**src/rtl/alu_seq_exec_if.sv**
```systemverilog
// alu_seq_exec_if
// Handshake and data bundle for the multi-cycle execute unit.
//   master : requester side (drives start_i, alu_operation_i, a_i, b_i)
//   slave  : execute unit side (drives ready_o, done_o, result_o, zero_o)
interface alu_seq_exec_if #(
  parameter int DATA_WIDTH = 32
);
  logic                  start_i;
  logic [3:0]            alu_operation_i;
  logic [DATA_WIDTH-1:0] a_i;
  logic [DATA_WIDTH-1:0] b_i;
  logic                  ready_o;
  logic                  done_o;
  logic [DATA_WIDTH-1:0] result_o;
  logic                  zero_o;

  modport master (
    output start_i, alu_operation_i, a_i, b_i,
    input  ready_o, done_o, result_o, zero_o
  );

  modport slave (
    input  start_i, alu_operation_i, a_i, b_i,
    output ready_o, done_o, result_o, zero_o
  );
endinterface

```
**src/rtl/alu_seq_exec.sv**
```systemverilog
// alu_seq_exec
// Multi-cycle execute unit. ADD/SUB/OR/LUI and unknown codes finish with no
// shift cycles; SRL/SLL shift the result register one bit per cycle.
// Ports:
//   clk    : clock, all state changes on the rising edge
//   reset  : synchronous, active-low reset
//   bus    : slave side of alu_seq_exec_if
//            start_i/alu_operation_i/a_i/b_i in, ready_o/done_o/result_o/zero_o out
module alu_seq_exec #(
  parameter int DATA_WIDTH = 32,
  parameter int SHAMT_W    = $clog2(DATA_WIDTH)
) (
  input  logic           clk,
  input  logic           reset,
  alu_seq_exec_if.slave  bus
);

  localparam logic [3:0] OP_ADD = 4'b0000;
  localparam logic [3:0] OP_SUB = 4'b0001;
  localparam logic [3:0] OP_OR  = 4'b0011;
  localparam logic [3:0] OP_LUI = 4'b0101;
  localparam logic [3:0] OP_SRL = 4'b0110;
  localparam logic [3:0] OP_SLL = 4'b0111;

  typedef enum logic [1:0] {
    IDLE  = 2'd0,
    SHIFT = 2'd1,
    DONE  = 2'd2
  } state_t;

  state_t                state;
  logic [DATA_WIDTH-1:0] result;
  logic [SHAMT_W-1:0]    count;
  logic                  shift_left;
  logic                  ready;
  logic                  done;

  logic                  is_shift;
  logic [SHAMT_W-1:0]    shamt;

  // Single-cycle ops; shifts are handled by the SHIFT state instead.
  function automatic logic [DATA_WIDTH-1:0] alu_comb(
    input logic [3:0]            op,
    input logic [DATA_WIDTH-1:0] a,
    input logic [DATA_WIDTH-1:0] b
  );
    case (op)
      OP_ADD:  alu_comb = a + b;
      OP_SUB:  alu_comb = a - b;
      OP_OR:   alu_comb = a | b;
      OP_LUI:  alu_comb = b;
      default: alu_comb = '0;
    endcase
  endfunction

  function automatic logic [DATA_WIDTH-1:0] shift_one(
    input logic                  left,
    input logic [DATA_WIDTH-1:0] v
  );
    if (left) shift_one = {v[DATA_WIDTH-2:0], 1'b0};
    else      shift_one = {1'b0, v[DATA_WIDTH-1:1]};
  endfunction

  assign is_shift = (bus.alu_operation_i == OP_SRL) || (bus.alu_operation_i == OP_SLL);
  assign shamt    = bus.b_i[SHAMT_W-1:0];

  always_ff @(posedge clk) begin
    if (!reset) begin
      state      <= IDLE;
      result     <= '0;
      count      <= '0;
      shift_left <= 1'b0;
      ready      <= 1'b1;
      done       <= 1'b0;
    end else begin
      case (state)
        IDLE: begin
          if (bus.start_i) begin
            ready <= 1'b0;
            if (is_shift) begin
              // Shifts start from operand A and iterate in place.
              result     <= bus.a_i;
              shift_left <= (bus.alu_operation_i == OP_SLL);
              count      <= shamt;
              if (shamt == '0) begin
                state <= DONE;
                done  <= 1'b1;
              end else begin
                state <= SHIFT;
              end
            end else begin
              result <= alu_comb(bus.alu_operation_i, bus.a_i, bus.b_i);
              state  <= DONE;
              done   <= 1'b1;
            end
          end
        end
        SHIFT: begin
          result <= shift_one(shift_left, result);
          count  <= count - 1'b1;
          // Last shift lands on the same edge that enters DONE.
          if (count == SHAMT_W'(1)) begin
            state <= DONE;
            done  <= 1'b1;
          end
        end
        DONE: begin
          state <= IDLE;
          done  <= 1'b0;
          ready <= 1'b1;
        end
        default: begin
          state <= IDLE;
          done  <= 1'b0;
          ready <= 1'b1;
        end
      endcase
    end
  end

  assign bus.ready_o  = ready;
  assign bus.done_o   = done;
  assign bus.result_o = result;
  assign bus.zero_o   = (result == '0);

endmodule

```
**src/flat_wrapper.sv**
```systemverilog
// flat-port wrapper written by rule: the top's interface ports become plain ports
module alu_seq_exec_flat 
#(
  parameter int DATA_WIDTH = 32,
  parameter int SHAMT_W    = $clog2(DATA_WIDTH)
)
  (clk, reset, bus_start_i, bus_alu_operation_i, bus_a_i, bus_b_i, bus_ready_o, bus_done_o, bus_result_o, bus_zero_o);
  alu_seq_exec_if #(.DATA_WIDTH(DATA_WIDTH)) bus_i ();
  input  logic clk;
  input  logic reset;
  input wire logic [$bits(bus_i.start_i)-1:0] bus_start_i;
  input wire logic [$bits(bus_i.alu_operation_i)-1:0] bus_alu_operation_i;
  input wire logic [$bits(bus_i.a_i)-1:0] bus_a_i;
  input wire logic [$bits(bus_i.b_i)-1:0] bus_b_i;
  output wire logic [$bits(bus_i.ready_o)-1:0] bus_ready_o;
  output wire logic [$bits(bus_i.done_o)-1:0] bus_done_o;
  output wire logic [$bits(bus_i.result_o)-1:0] bus_result_o;
  output wire logic [$bits(bus_i.zero_o)-1:0] bus_zero_o;
  assign bus_i.start_i = bus_start_i;
  assign bus_i.alu_operation_i = bus_alu_operation_i;
  assign bus_i.a_i = bus_a_i;
  assign bus_i.b_i = bus_b_i;
  assign bus_ready_o = bus_i.ready_o;
  assign bus_done_o = bus_i.done_o;
  assign bus_result_o = bus_i.result_o;
  assign bus_zero_o = bus_i.zero_o;
  alu_seq_exec #(.DATA_WIDTH(DATA_WIDTH), .SHAMT_W(SHAMT_W)) u_core (.clk(clk), .reset(reset), .bus(bus_i));
endmodule
```
**config.mk**
```make
export PLATFORM = sky130hd
export DESIGN_NAME = alu_seq_exec_flat
export DESIGN_NICKNAME = d
export VERILOG_FILES = /design/src/rtl/alu_seq_exec_if.sv /design/src/rtl/alu_seq_exec.sv /design/src/flat_wrapper.sv
export SDC_FILE = /design/constraint.sdc
export NUM_CORES = 1
export LEC_CHECK = 0
export BUFFER_PORTS_ARGS = -buffer_cell sky130_fd_sc_hd__buf_2
export CAP_MARGIN = 25
export CELL_PAD_IN_SITES_DETAIL_PLACEMENT = 0
export CELL_PAD_IN_SITES_GLOBAL_PLACEMENT = 1
export CORE_MARGIN = 4
export CORE_UTILIZATION = 41
export DETAILED_ROUTE_END_ITERATION = 6
export PLACE_DENSITY_LB_ADDON = 0.1
export SLEW_MARGIN = 20
export SYNTH_ARGS = -nofsm -noshare
export SYNTH_HDL_FRONTEND = slang
export SYNTH_SLANG_ARGS = --single-unit
```
**constraint.sdc**
```tcl
create_clock -name clk -period 4.25 [get_ports clk]
set_clock_uncertainty 0.05 [all_clocks]
set_input_delay 0 -clock clk [delete_from_list [all_inputs] [get_ports clk]]
set_output_delay 0 -clock clk [all_outputs]
set_load 0.1 [all_outputs]
```
==> reports/results.md <==
| Quantity | Reported | Unit |
| --- | --- | --- |
| Run status | finished clean | - |
| Drt first-iter violations | 545 | - |
| Required time worst endpoint | 4.37 | ns |
| Antenna diode count | 0 | - |
| Final Cycle Share | 84.0 | % |
| Sort of element at the end of the critical path | register | - |
| Number of global-route vias before repair | 5330 | - |
| Worst-case reg-to-reg path depth | 4 | - |
| Final setup slack of the worst path | 0.680 | ns |
| Overall overflow remaining after global route | 0 | - |
| TritonCTS clock tree | done | - |
| Estimated wirelength of the detail-placed design | 14.7 | mm |
| HP Class | in -> reg | - |
| Power consumption | 1.77 | mW |
| Post-synthesis instance area | 5230 | µm² |
| Max-cap check violation count | 0 | - |
| # clock sinks | 42 | - |
| Die Outline Area | 14600 | µm² |
| Number of antenna-violating nets in the routed design | 0 | - |
| Reg clk slew, reported paths | 0.06 | ns |
| Cells on Worst Hold Path | 3 | - |
| Number of nets at the end of the flow | 890 | - |
| Count of instances resized after the clock tree is built | 0 | - |
| H-tree Lvls | 2 | - |
| GR met1 Demand/Resource | 34.9 | % |
| Via Count | 5757 | - |
| Utilization after layout | 48.4 | % |
| Starting utilization of the core area | 41.6 | % |
| Number of antenna violations at the first check in global routing | 0 | - |
| Fraction of layout cells with a size suffix above 1 | 20.1 | % |
| Total number of yosys warnings | 0 | - |
| Series of cell instances along the critical path | buf_2 -> nor4_2 -> nor4b_4 -> inv_2 -> nor3b_4 -> a21oi_1 -> xnor2_1 -> ha_1 -> and3_1 -> o211a_1 -> nand4_1 -> o21ai_1 -> o31ai_2 -> o41ai_2 -> o2111ai_1 -> nor3b_1 | - |
| Global-route wire length before repair | 28.9 | mm |
| Routed length per placed instance | 19.6 | µm |
| Number of post-CTS setup repair buffers | 0 | - |
| Longest individual stage delay on the worst path | 0.43 | ns |
| CTS Buffer Depth | 2 | - |
| RR Endpoint | u_core.bus.result_o[12]$_SDFFE_PN0P_ | - |
| Detailed-route DRC error count | 0 | - |
| Master cell of the clock root buffer | clkbuf_16 | - |
| Number of buffer cells added on primary ports | 105 | - |
| Busiest metal layer after global routing | met2 | - |
| Worst Hold Endpoint | u_core.bus.result_o[13]$_SDFFE_PN0P_ | - |
| Final Routed Wirelength | 18.7 | mm |
| Latest clock arrival within the worst-skew pair | 0.29 | ns |
| Max VDD drop | 204 | µV |
| Commonest cells after routing, fill and taps aside | buf_2 (105), a21oi_1 (76), nand2_1 (49) | - |
| First-pass detailed-route iteration total | 5 | - |
| Post-Synthesis Net Count | 804 | - |
| Measured slew at the worst slew-check pin | 1.06 | ns |
| I/O Pins | 106 | - |
| Post-synthesis sequential element count | 42 | - |
| Post-Place Worst Slack | 0.419 | ns |
| Met3 Resource Use GR | 2.98 | % |
| Inserted Clock Buffers | 5 | - |
| Endpoints failing setup | 0 | - |
| Distinct cell type count after synthesis | 72 | - |
| Slew Viols, Final | 0 | - |
| RR Startpoint | u_core.state[1]$_SDFFE_PN0P_ | - |
| Launch point of the worst hold path | bus_a_i[13] | - |
| Static Leak | 2.60 | nW |
| Fraction of synthesis flops using an asynchronous set or reset pin | 0 | % |
| Number of instances in the synthesized netlist | 696 | - |
| Post-synthesis to final-layout area growth | 16.3 | % |
| Horiz. Die Dim | 121 | µm |
| Min Tclk post-route | 3.57 | ns |
| Cell area after layout | 6090 | µm² |
| Global Route Usage Sum | 24.7 | % |
| Relative slew margins | 29.2 | % |
| Most frequent standard cell in the layout excluding fill and tap cells | buf_2 | - |
| CP Class | in -> reg | - |
| Top achievable clock speed | 280 | MHz |
| Setup TNS | 0 | ns |
| Power per cell area | 291 | nW/µm² |
| Met2 track utilization from global routing | 40.2 | % |
| Weighted congestion at the end of routability-driven global placement | 0.929 | - |
| Final number of hold-violating endpoints | 0 | - |
| Cell with the biggest individual delay on the critical path | o41ai_2 | - |
| Number of enable flip-flop cells after synthesis | 0 | - |
| Die height | 121 | µm |
| Mean instance size in the synthesized netlist | 7.52 | µm² |
| Startpoint kind of the worst setup timing path | input pin | - |
| RSZ-0062 raised after global routing | false | - |
| Cell row count | 41 | - |
| Peak fanout along the critical path | 7 | - |
| Minimum setup slack among reg-to-reg paths | 1.83 | ns |
| Maximum number of pins on one net before global-route repair | 42 | - |
| Worst Path Arrival | 3.69 | ns |
| Area of placed instances | 5930 | µm² |
| CP delay by family, top | simple AND/OR/NAND/NOR gates | - |
| Via density per instance | 6.03 | - |
| CP bufs+invs | 2 | - |
| Top_reg_cell synth | dfxtp_1 | - |
| Core area | 12600 | µm² |
| Sequential share of the synthesized area | 16.1 | % |
-- final cells by class --
| type | instances | area (µm²) |
|---|---|---|
| Inverter | 22 | 82.6 |
| Tap cell | 172 | 215 |
| Fill cell | 1279 | 6480 |
| Clock inverter | 1 | 5.00 |
| Sequential cell | 42 | 842 |
| Clock buffer | 7 | 143 |
| Multi-Input combinational cell | 591 | 4160 |
| Timing Repair Buffer | 120 | 644 |
-- worst max path at each step --
stage	startpoint	to	slack, ns	depth (start not counted)
floorplan	bus_alu_operation_i[2]	u_core.bus.result_o[15]$_SDFFE_PN0P_	0.93	17
global placement	bus_b_i[3]	u_core.bus.result_o[27]$_SDFFE_PN0P_	0.50	17
detailed placement	bus_b_i[3]	u_core.bus.result_o[30]$_SDFFE_PN0P_	0.42	16
CTS	bus_b_i[3]	u_core.bus.result_o[30]$_SDFFE_PN0P_	0.69	16
global route	bus_b_i[9]	u_core.bus.result_o[30]$_SDFFE_PN0P_	0.38	16
finish	bus_b_i[3]	u_core.bus.result_o[30]$_SDFFE_PN0P_	0.68	16
-- cell families (layout without fill, tap and decap cells) --
family	Yosys count	in the layout	share of synthesized area (%)
fa+ha+maj	37	37	8.99
flops	42	42	16.1
xor+xnor	55	55	9.20
mux	27	27	5.31
buf+inv	63	150	4.76
simple gates	201	201	20.4
compound gates	271	271	35.2
-- routing by layer --
metal	wire length, µm	part of all wire (%)
met3	1110	5.9
met4	332	1.8
met1	8680	46
met5	0	0
met2	8600	46
-- flip-flops by register name, summed over array words and instances, names as in the netlist --
register             cells
u_core.count             5
u_core.bus.done_o        1
u_core.shift_left        1
u_core.bus.ready_o       1
u_core.state             2
u_core.bus.result_o     32
-- per-stage QoR --
stage | hold slack, ns | cells
finish | 0.0254 | 955
global placement | 0.244 | 945
global route | 0.0209 | 955
detailed placement | 0.253 | 946
floorplan | 0.113 | 696
CTS | 0.0158 | 955
-- what timing repair did --
action                                  in CTS  in global routing
hold buffers                                 1                  0
hold endpoints to repair                     2                  0
endpoints found under the setup margin       0                  0
-- worst reg2reg max path, cell delays in order, from the launching register on --
cell and delay, ns:
dfxtp_1 0.46, nand2b_1 0.86, nand2_1 0.39, a221oi_1 0.43, a21oi_1 0.11
-- synthesized netlist by cell type, types with 6 or more instances --
| master | instances | area, µm² |
|---|---|---|
| xor2_1 | 20 | 175 |
| ha_1 | 36 | 450 |
| a211oi_1 | 21 | 158 |
| o211ai_1 | 6 | 45.0 |
| o21bai_1 | 7 | 52.6 |
| o21ai_1 | 6 | 30.0 |
| a21o_1 | 17 | 128 |
| nor3_1 | 16 | 80.1 |
| inv_1 | 21 | 78.8 |
| dfxtp_1 | 42 | 841 |
| o21ai_0 | 45 | 225 |
| nor4_1 | 12 | 75.1 |
| a21oi_1 | 76 | 380 |
| nand3_1 | 10 | 50.1 |
| nor2_1 | 47 | 176 |
| nor3b_1 | 6 | 45.0 |
| mux2_2 | 6 | 67.6 |
| mux2i_1 | 21 | 210 |
| clkbuf_1 | 31 | 116 |
| a221oi_1 | 20 | 175 |
| nand2b_1 | 12 | 75.1 |
| a31oi_1 | 8 | 50.1 |
| nand2_1 | 49 | 184 |
| nor2b_1 | 25 | 156 |
| o221ai_1 | 8 | 70.1 |
| xnor2_1 | 35 | 307 |
-- where the power goes --
group	total [mW]	internal [mW]	switching, mW	leakage, nW
clock	0.392	0.233	0.159	0.0739
sequential	0.475	0.425	0.0498	0.345
combinational	0.906	0.299	0.606	2.19
Note: power is estimated with default switching activity, not from simulation.
